### src/rtl/reset_conditioner.sv
// Conditions a bouncy board switch and a raw FX3 reset into one clean, held
// active-low reset, and records the cause and count of run-to-reset events.
module reset_conditioner #(
    parameter int DEBOUNCE_CYCLES = 800_000,
    parameter int FILTER_CYCLES   = 4,
    parameter int HOLD_CYCLES     = 16
) (
    input  logic       SYS_CLK,
    input  logic       SYS_RST_N,
    input  logic       BOARD_RST_SW,
    input  logic       SL_RST_N,
    output logic       RST_OUT_N,
    output logic [1:0] RST_CAUSE,
    output logic [7:0] RST_COUNT,
    output logic [1:0] STATE
);

    localparam int DB_W = (DEBOUNCE_CYCLES > 1) ? $clog2(DEBOUNCE_CYCLES) : 1;
    localparam int FL_W = (FILTER_CYCLES > 1) ? $clog2(FILTER_CYCLES) : 1;
    localparam int HD_W = (HOLD_CYCLES > 1) ? $clog2(HOLD_CYCLES) : 1;

    localparam logic [DB_W-1:0] DB_LAST = DB_W'(DEBOUNCE_CYCLES - 1);
    localparam logic [FL_W-1:0] FL_LAST = FL_W'(FILTER_CYCLES - 1);
    localparam logic [HD_W-1:0] HD_LAST = HD_W'(HOLD_CYCLES - 1);

    typedef enum logic [1:0] {
        S_RESET = 2'b00,
        S_HOLD  = 2'b01,
        S_RUN   = 2'b10
    } state_t;

    logic            sw_meta_q, sw_s_q, sl_meta_q, sl_s_q;
    logic            sw_db_q, sw_db_d, sl_f_q, sl_f_d;
    logic [DB_W-1:0] sw_cnt_q, sw_cnt_d;
    logic [FL_W-1:0] sl_cnt_q, sl_cnt_d;
    logic [HD_W-1:0] hold_q, hold_d;
    state_t          state_q, state_d;
    logic            rst_out_q, rst_out_d;
    logic [1:0]      cause_q, cause_d;
    logic [7:0]      count_q, count_d;
    logic            req;

    // Accept a new level only after an unbroken run of differing samples.
    always_comb begin
        sw_db_d  = sw_db_q;
        sw_cnt_d = '0;
        if (sw_s_q != sw_db_q) begin
            if (sw_cnt_q == DB_LAST) begin
                sw_db_d = sw_s_q;
            end else begin
                sw_cnt_d = sw_cnt_q + DB_W'(1);
            end
        end

        sl_f_d   = sl_f_q;
        sl_cnt_d = '0;
        if (sl_s_q != sl_f_q) begin
            if (sl_cnt_q == FL_LAST) begin
                sl_f_d = sl_s_q;
            end else begin
                sl_cnt_d = sl_cnt_q + FL_W'(1);
            end
        end
    end

    assign req = sw_db_q | ~sl_f_q;

    always_comb begin
        state_d = state_q;
        hold_d  = hold_q;
        cause_d = cause_q;
        count_d = count_q;
        case (state_q)
            S_RESET: begin
                if (!req) begin
                    state_d = S_HOLD;
                    hold_d  = '0;
                end
            end
            S_HOLD: begin
                if (req) begin
                    state_d = S_RESET;
                    hold_d  = '0;
                end else if (hold_q == HD_LAST) begin
                    state_d = S_RUN;
                end else begin
                    hold_d = hold_q + HD_W'(1);
                end
            end
            S_RUN: begin
                if (req) begin
                    state_d = S_RESET;
                    cause_d = {sw_db_q, ~sl_f_q};
                    if (count_q != 8'hFF) begin
                        count_d = count_q + 8'd1;
                    end
                end
            end
            default: state_d = S_RESET;
        endcase
        // Registered so the output toggles on the same edge the state does.
        rst_out_d = (state_d == S_RUN);
    end

    always_ff @(posedge SYS_CLK or negedge SYS_RST_N) begin
        if (!SYS_RST_N) begin
            sw_meta_q <= 1'b0;
            sw_s_q    <= 1'b0;
            sl_meta_q <= 1'b0;
            sl_s_q    <= 1'b0;
            sw_db_q   <= 1'b0;
            sw_cnt_q  <= '0;
            sl_f_q    <= 1'b0;
            sl_cnt_q  <= '0;
            hold_q    <= '0;
            state_q   <= S_RESET;
            rst_out_q <= 1'b0;
            cause_q   <= 2'b00;
            count_q   <= 8'h00;
        end else begin
            sw_meta_q <= BOARD_RST_SW;
            sw_s_q    <= sw_meta_q;
            sl_meta_q <= SL_RST_N;
            sl_s_q    <= sl_meta_q;
            sw_db_q   <= sw_db_d;
            sw_cnt_q  <= sw_cnt_d;
            sl_f_q    <= sl_f_d;
            sl_cnt_q  <= sl_cnt_d;
            hold_q    <= hold_d;
            state_q   <= state_d;
            rst_out_q <= rst_out_d;
            cause_q   <= cause_d;
            count_q   <= count_d;
        end
    end

    assign RST_OUT_N = rst_out_q;
    assign RST_CAUSE = cause_q;
    assign RST_COUNT = count_q;
    assign STATE     = state_q;

endmodule

### config.mk
export PLATFORM = sky130hd
export DESIGN_NAME = reset_conditioner
export DESIGN_NICKNAME = d
export VERILOG_FILES = /design/src/rtl/reset_conditioner.sv
export SDC_FILE = /design/constraint.sdc
export NUM_CORES = 1
export LEC_CHECK = 0
export BUFFER_PORTS_ARGS = -buffer_cell sky130_fd_sc_hd__buf_4
export CAP_MARGIN = 20
export CORE_MARGIN = 2
export CORE_UTILIZATION = 45
export DETAILED_ROUTE_END_ITERATION = 10
export GPL_TIMING_DRIVEN = 0
export REMOVE_ABC_BUFFERS = 1
export SLEW_MARGIN = 25
export SYNTH_ARGS = -nofsm -noshare
export SYNTH_HDL_FRONTEND = slang
export SYNTH_SLANG_ARGS = --single-unit
### constraint.sdc
create_clock -name SYS_CLK -period 4.3 [get_ports SYS_CLK]
set_input_delay 0.86 -clock SYS_CLK [delete_from_list [all_inputs] [get_ports SYS_CLK]]
set_output_delay 0.86 -clock SYS_CLK [all_outputs]
set_load 0.02 [all_outputs]
==> results of run 1 <==
power groups by stage:
stage          clock network (mW)  logic, mW  registers, mW
4_1_cts                     0.292      0.116          0.482
3_3_place_gp                    0      0.107          0.488
2_1_floorplan                   0     0.0728          0.488
6_report                    0.281      0.112          0.482
5_1_grt                     0.318      0.131          0.488
3_5_place_dp                    0      0.115          0.491
worst reg2reg max path, cell delays in order, from the launching register on:
cell     delay, ns
dfrtp_1       0.40
ha_1          0.26
nand2_1       0.09
or3_1         0.43
o31ai_4       0.70
nor2_1        0.12
worst paths after layout:
check                                  from            to  slack, ns  cells after the start
worst min register to register    sl_meta_q        sl_s_q       0.35                      0
worst min-delay path              sl_meta_q        sl_s_q       0.35                      0
max in group asynchronous         SYS_RST_N  RST_COUNT[1]       3.36                      1
worst max-delay path            sw_cnt_q[0]   sw_cnt_q[4]       2.15                      5
worst max register to register  sw_cnt_q[0]   sw_cnt_q[4]       2.15                      5
min in group asynchronous         SYS_RST_N  sw_cnt_q[14]       0.56                      1
stage by stage:
stage	std cells	utilization	area, sq um	hold slack (ns)	total power, mW
after CTS	272	0.534	2360	0.358	0.890
after global routing	272	0.534	2360	0.363	0.936
final	272	0.534	2360	0.354	0.876
after detailed placement	264	0.511	2250	0.338	0.606
after global placement	264	0.511	2250	0.335	0.594
after floorplan	196	-	2070	0.331	0.561
Yosys cell counts (2+ instances only):
library cell / n
o31ai_1: 3
nand3b_1: 3
or3_1: 5
o21ai_0: 9
or4_1: 2
and3_1: 4
ha_1: 4
nand2b_1: 2
nor3_1: 8
nand2_1: 14
clkbuf_1: 2
mux2_2: 3
or4_4: 2
xor2_1: 9
xnor2_1: 12
inv_1: 6
nand3_1: 7
nor4_1: 4
nand4_1: 7
o21bai_1: 2
nor2b_1: 2
a21oi_1: 9
nor2_1: 24
dfrtp_1: 45
cells by family (layout without fill, tap and decap cells):
kind of cell / after synthesis / after routing / share of synthesized area
multiplexers: 3 / 3 / 0.0162
XOR/XNOR: 21 / 21 / 0.0881
AO/OA/AOI/OAI: 29 / 29 / 0.0917
flip-flops: 45 / 45 / 0.539
adder cells (fa/ha/maj): 4 / 4 / 0.0240
buffers and inverters: 10 / 30 / 0.0198
AND/OR/NAND/NOR: 88 / 88 / 0.221
cell type report:
type,instances,area share
clock buffers,7,0.0409
clock inverters,1,0.00212
inverters,6,0.00956
multi-input cells,145,0.391
flip-flops and latches,45,0.478
well taps,52,0.0276
repair buffers,16,0.0510
sequential cells by signal, indices dropped and copies added (netlist names):
| signal | cells |
|---|---|
| RST_CAUSE | 2 |
| RST_COUNT | 8 |
| RST_OUT_N | 1 |
| STATE | 2 |
| hold_q | 4 |
| sl_cnt_q | 2 |
| sl_f_q | 1 |
| sl_meta_q | 1 |
| sl_s_q | 1 |
| sw_cnt_q | 20 |
| sw_db_q | 1 |
| sw_meta_q | 1 |
| sw_s_q | 1 |
metal layers:
layer  GRT usage  part of all wire  up-vias  wire (um)
met5           0                 0        -          0
met4      0.0440            0.0044        0         17
met3      0.0458             0.038        2        148
met2       0.269              0.49       29       1890
met1       0.224              0.47      723       1800
li1            -                 -      738          -
==> out/results.tsv, run 1 <==
stage	metric	value	unit
sta	worst setup margin	2.15	ns
hold_path	Hold/Removal Path Class	flip-flop to flip-flop	
layout	Layout area overhead	12.8	%
sta	Max Slew Vio Count	0	
critical_path	crit-path leading delay family	compound AO/OA/AOI/OAI gates	
pwr	Combinational Power Share	0.128	
status	status	finished, final reports clean	
layout	layout cells sized above 1	0.155	
global_routing	gr ovfl total	0	
critical_path	arrival time worst endpoint	2.29	ns
global_routing	overall global routing resource usage	0.167	
clock_tree	htree depth	2	
clock_tree	CTS buffer count	5	
synth	number of synthesis warnings	0	
sta	Fin Setup TNS	0	ns
sta	fmax	0.465	GHz
routing	Residual DRC	0	
clock_tree	CTS sink count	45	
critical_path	CP Max Fanout	18	
synth	Mapped Cells	200	
sta	post-layout min period	2.15	ns
pwr	leak pwr	1.06	nW
global_routing	initial antenna violation count	0	
sta	Tcrit/Tclk final	0.500	
routing	via count	1492	
global_routing	first-pass GRT wire length	6770	um
pwr	Net Sw Power	230	uW
synth	mapped cell area	2090	sq um
layout	Reg area	1130	sq um
clock_tree	Clock Pin Slew Worst Setup and Hold Paths	0.08	ns
die	Core Area	4410	sq um
die	Die Area	5200	sq um
layout	area of the multi-input gates	921	sq um
critical_path	Buf/Inv on CP	0	
die	DIE HEIGHT	72.1	um
global_routing	vias in the first global route	1471	
layout	net count reported at finish	227	
critical_path	critical path's slowest cell	o31ai_4	
routing	initial DRC count	83	
sta	max_slew headroom	0.482	
critical_path	Worst EP required	4.44	ns
sta	Hold Violations, Final	0	
clock_tree	TritonCTS clock tree	built	
die	I/O pin cnt	17	
synth	Synth Flop Type	dfrtp_1	
routing	wire per inst	14.2	um
layout	most common cell after layout, fill and taps aside	dfrtp_1	
synth	Cell variety after synth	36	
die	die extent in x	72.1	um
clock_tree	CTS Hold Bufs	0	
placed_design	setup slack at placement	2.13	ns
placed_design	Port Buffer Count	16	
clock_tree	clock root buffer	clkbuf_8	
layout	Fillers	425	
synth	Yosys reg bits	45	
placed_design	post-DP HPWL	2720	um
pwr	switching share of power	0.263	
clock_tree	Post-CTS Setup Inserts	0	
synth	sequential area share after synthesis	0.539	
sta	Worst-Margin Slew	0.777	ns
routing	Detailed Routing Iterations Pass 1	4	
clock_tree	Clock Tree Buf Depth	2	
die	Initial Util	0.473	
critical_path	slowest stage delay, CP	0.70	ns
synth	largest cells by area after synthesis	dfrtp_1, xnor2_1, nor2_1, xor2_1, nand2_1	
layout	commonest non-fill, non-tap cells in the layout	dfrtp_1, nor2_1, buf_4	
critical_path	CP Class	flip-flop to flip-flop	
clock_tree	worst skew pair latency	0.29	ns
critical_path	crit-path cells	ha_1, nand2_1, or3_1, o31ai_4, nor2_1	
synth	EDFF count, synth	0	
sta	final setup fails	0	
layout	n_diodes	0	
pwr	Clock Power Share	0.321	
critical_path	CP Launch Type	flip-flop	
sta	Clock Skews	0.00687	ns
pwr	power density over cell area	372	nW/um^2
critical_path	crit end category	flip-flop	
pwr	power share of the sequential group	0.550	
routing	antenna-violating nets left	0	
synth	Async SR Flop Fraction	1.00	
synth	post-synth top area share	0.539	
die	Core Rows	24	
pwr	peak supply drop	0.174	mV
global_routing	largest net degree at the start of global routing	46	
sta	RSZ-0062 raised after global routing	false	
clock_tree	Resize count post-CTS	0	
synth	Syn Area/Cell	10.4	sq um
routing	routed wire length	3850	um
routing	via/cell ratio	5.49	
synth	area leader, netlist	dfrtp_1	
pwr	P_int	646	uW
placed_design	routability cong.	0.863	
job	max cap viols	0	
(Power assumes the default switching activity.)
==> inputs of run 2 (changes only) <==
==> constraint.sdc (replaced) <==
create_clock -name SYS_CLK -period 2.1 [get_ports SYS_CLK]
set_input_delay 0.42 -clock SYS_CLK [delete_from_list [all_inputs] [get_ports SYS_CLK]]
set_output_delay 0.42 -clock SYS_CLK [all_outputs]
set_load 0.02 [all_outputs]
==> run 2 against run 1 <==
Against the previous run:
- utilization grew 0.34 points
- sequential share of layout area shrank 0.30 points
- critical endpoint is now sw_cnt_q[16]
- flip-flop and latch count is the same
- combinational power grew 110%
- count of clock-buffer cells in the layout is the same
- wire length grew 0.10%
==> out/results.tsv, run 2 (synthesized netlist as in run 1, its figures left out) <==
stage	metric	value	unit
status	status	finished, final reports clean	
placed_design	post-DP HPWL	2720	um
layout	commonest non-fill, non-tap cells in the layout	dfrtp_1, nor2_1, buf_4	
critical_path	R2R Path End	sw_cnt_q[16]	
sta	final setup fails	0	
die	I/O pin cnt	17	
die	die extent in x	72.1	um
sta	Hold Violations, Final	0	
critical_path	crit end category	flip-flop	
pwr	leak pwr	1.07	nW
die	Core Rows	24	
global_routing	largest net degree at the start of global routing	46	
pwr	P_int	1.32	mW
clock_tree	Post-CTS Setup Inserts	2	
placed_design	Port Buffer Count	16	
sta	Hold WS	0.112	ns
routing	initial DRC count	90	
routing	wire per inst	14.1	um
sta	RSZ-0062 raised after global routing	false	
routing	via count	1507	
layout	Largest register FFs	20	
die	DIE HEIGHT	72.1	um
placed_design	routability cong.	0.863	
pwr	Net Sw Power	469	uW
critical_path	CP Class	flip-flop to flip-flop	
sta	Max Slew Vio Count	0	
layout	n_diodes	0	
routing	via/cell ratio	5.50	
layout	layout cells sized above 1	0.162	
critical_path	arrival time worst endpoint	2.13	ns
critical_path	CP Launch Type	flip-flop	
layout	Final Util	0.537	
pwr	peak supply drop	0.354	mV
pwr	switching share of power	0.262	
critical_path	Worst EP required	2.32	ns
global_routing	vias in the first global route	1487	
critical_path	FF-to-FF path depth	5	
sta	fmax	0.525	GHz
job	max cap viols	0	
global_routing	overall global routing resource usage	0.168	
hold_path	Hold/Removal Path Class	input port to asynchronous set/reset pin	
clock_tree	Resize count post-CTS	0	
critical_path	RR Startpoint	sw_cnt_q[0]	
die	Core Area	4410	sq um
die	Die Area	5200	sq um
clock_tree	CTS sink count	45	
sta	post-layout min period	1.90	ns
routing	routed wire length	3850	um
pwr	Clock Power Share	0.320	
clock_tree	CTS buffer count	5	
clock_tree	htree depth	2	
critical_path	CP Max Fanout	4	
clock_tree	Clock Pin Slew Worst Setup and Hold Paths	0.08	ns
sta	Worst-Margin Slew	0.561	ns
clock_tree	Clock Tree Buf Depth	2	
routing	Detailed Routing Iterations Pass 1	4	
layout	Layout area overhead	13.5	%
clock_tree	worst skew pair latency	0.29	ns
layout	most common cell after layout, fill and taps aside	dfrtp_1	
routing	Residual DRC	0	
pwr	power density over cell area	757	nW/um^2
pwr	power share of the sequential group	0.550	
pwr	Combinational Power Share	0.130	
critical_path	register-to-register setup slack	0.20	ns
sta	Tcrit/Tclk final	0.907	
clock_tree	CTS Hold Bufs	0	
sta	max_slew headroom	0.626	
sta	Clock Skews	0.00777	ns
global_routing	first-pass GRT wire length	6820	um
die	Initial Util	0.473	
clock_tree	clock root buffer	clkbuf_8	
global_routing	initial antenna violation count	0	
global_routing	gr ovfl total	0	
routing	antenna-violating nets left	0	
critical_path	CP startpoint	sw_cnt_q[0]	
clock_tree	TritonCTS clock tree	built	
layout	net count reported at finish	229	
layout	Biggest register	sw_cnt_q	
run 2: cell types whose count changed in the layout (fill, tap and decap cells not counted), sizes merged:
cell	previous run	this run
buf	16	18
run 2: layout make-up:
cell class,instances,area [sq um]
clock buffer,7,96.3
clock inverter,1,5.00
fill,426,2040
inverter,6,22.5
multi-input combinational,145,921
sequential,45,1130
tap,52,65.1
timing repair buffer,18,135
run 2: worst max-delay path, stage by stage (launching register included):
cell     delay (ns)
dfrtp_1        0.40
ha_1           0.26
nand4_1        0.21
or2_1          0.32
or4_1          0.51
a21oi_1        0.15
run 2: power by group through the flow:
| stage | Sequential, mW | Clock [mW] | Combinational (mW) |
|---|---|---|---|
| floorplan | 1.00 | 0 | 0.149 |
| global placement | 0.999 | 0 | 0.218 |
| detailed placement | 1.01 | 0 | 0.235 |
| CTS | 0.988 | 0.598 | 0.239 |
| global route | 0.998 | 0.651 | 0.272 |
| finish | 0.987 | 0.574 | 0.233 |
run 2: worst max-delay path by stage:
stage	endpoint	slack (ns)	depth (start not counted)
6_report	sw_cnt_q[16]	0.20	5
5_1_grt	sw_cnt_q[16]	0.06	5
4_1_cts	sw_cnt_q[16]	0.18	5
3_5_place_dp	sw_cnt_q[14]	-0.07	5
3_3_place_gp	sw_cnt_q[11]	0.0005	5
2_1_floorplan	sw_cnt_q[10]	0.26	5
run 2: routing by layer:
layer,global-route usage,vias up,share of wire
li1,-,742,-
met1,0.226,732,0.47
met2,0.271,31,0.49
met3,0.0458,2,0.038
met4,0.0440,0,0.0044
met5,0,-,0
run 2: through the flow:
step	setup slack, ns	total power, mW	setup TNS, ns	cell area (sq um)	std cells
finish	0.195	1.79	0	2370	274
floorplan	0.264	1.15	0	2070	196
detailed placement	-0.0715	1.24	-0.882	2250	264
CTS	0.180	1.82	0	2370	274
global placement	0.000469	1.22	0	2250	264
global route	0.0621	1.92	0	2370	274
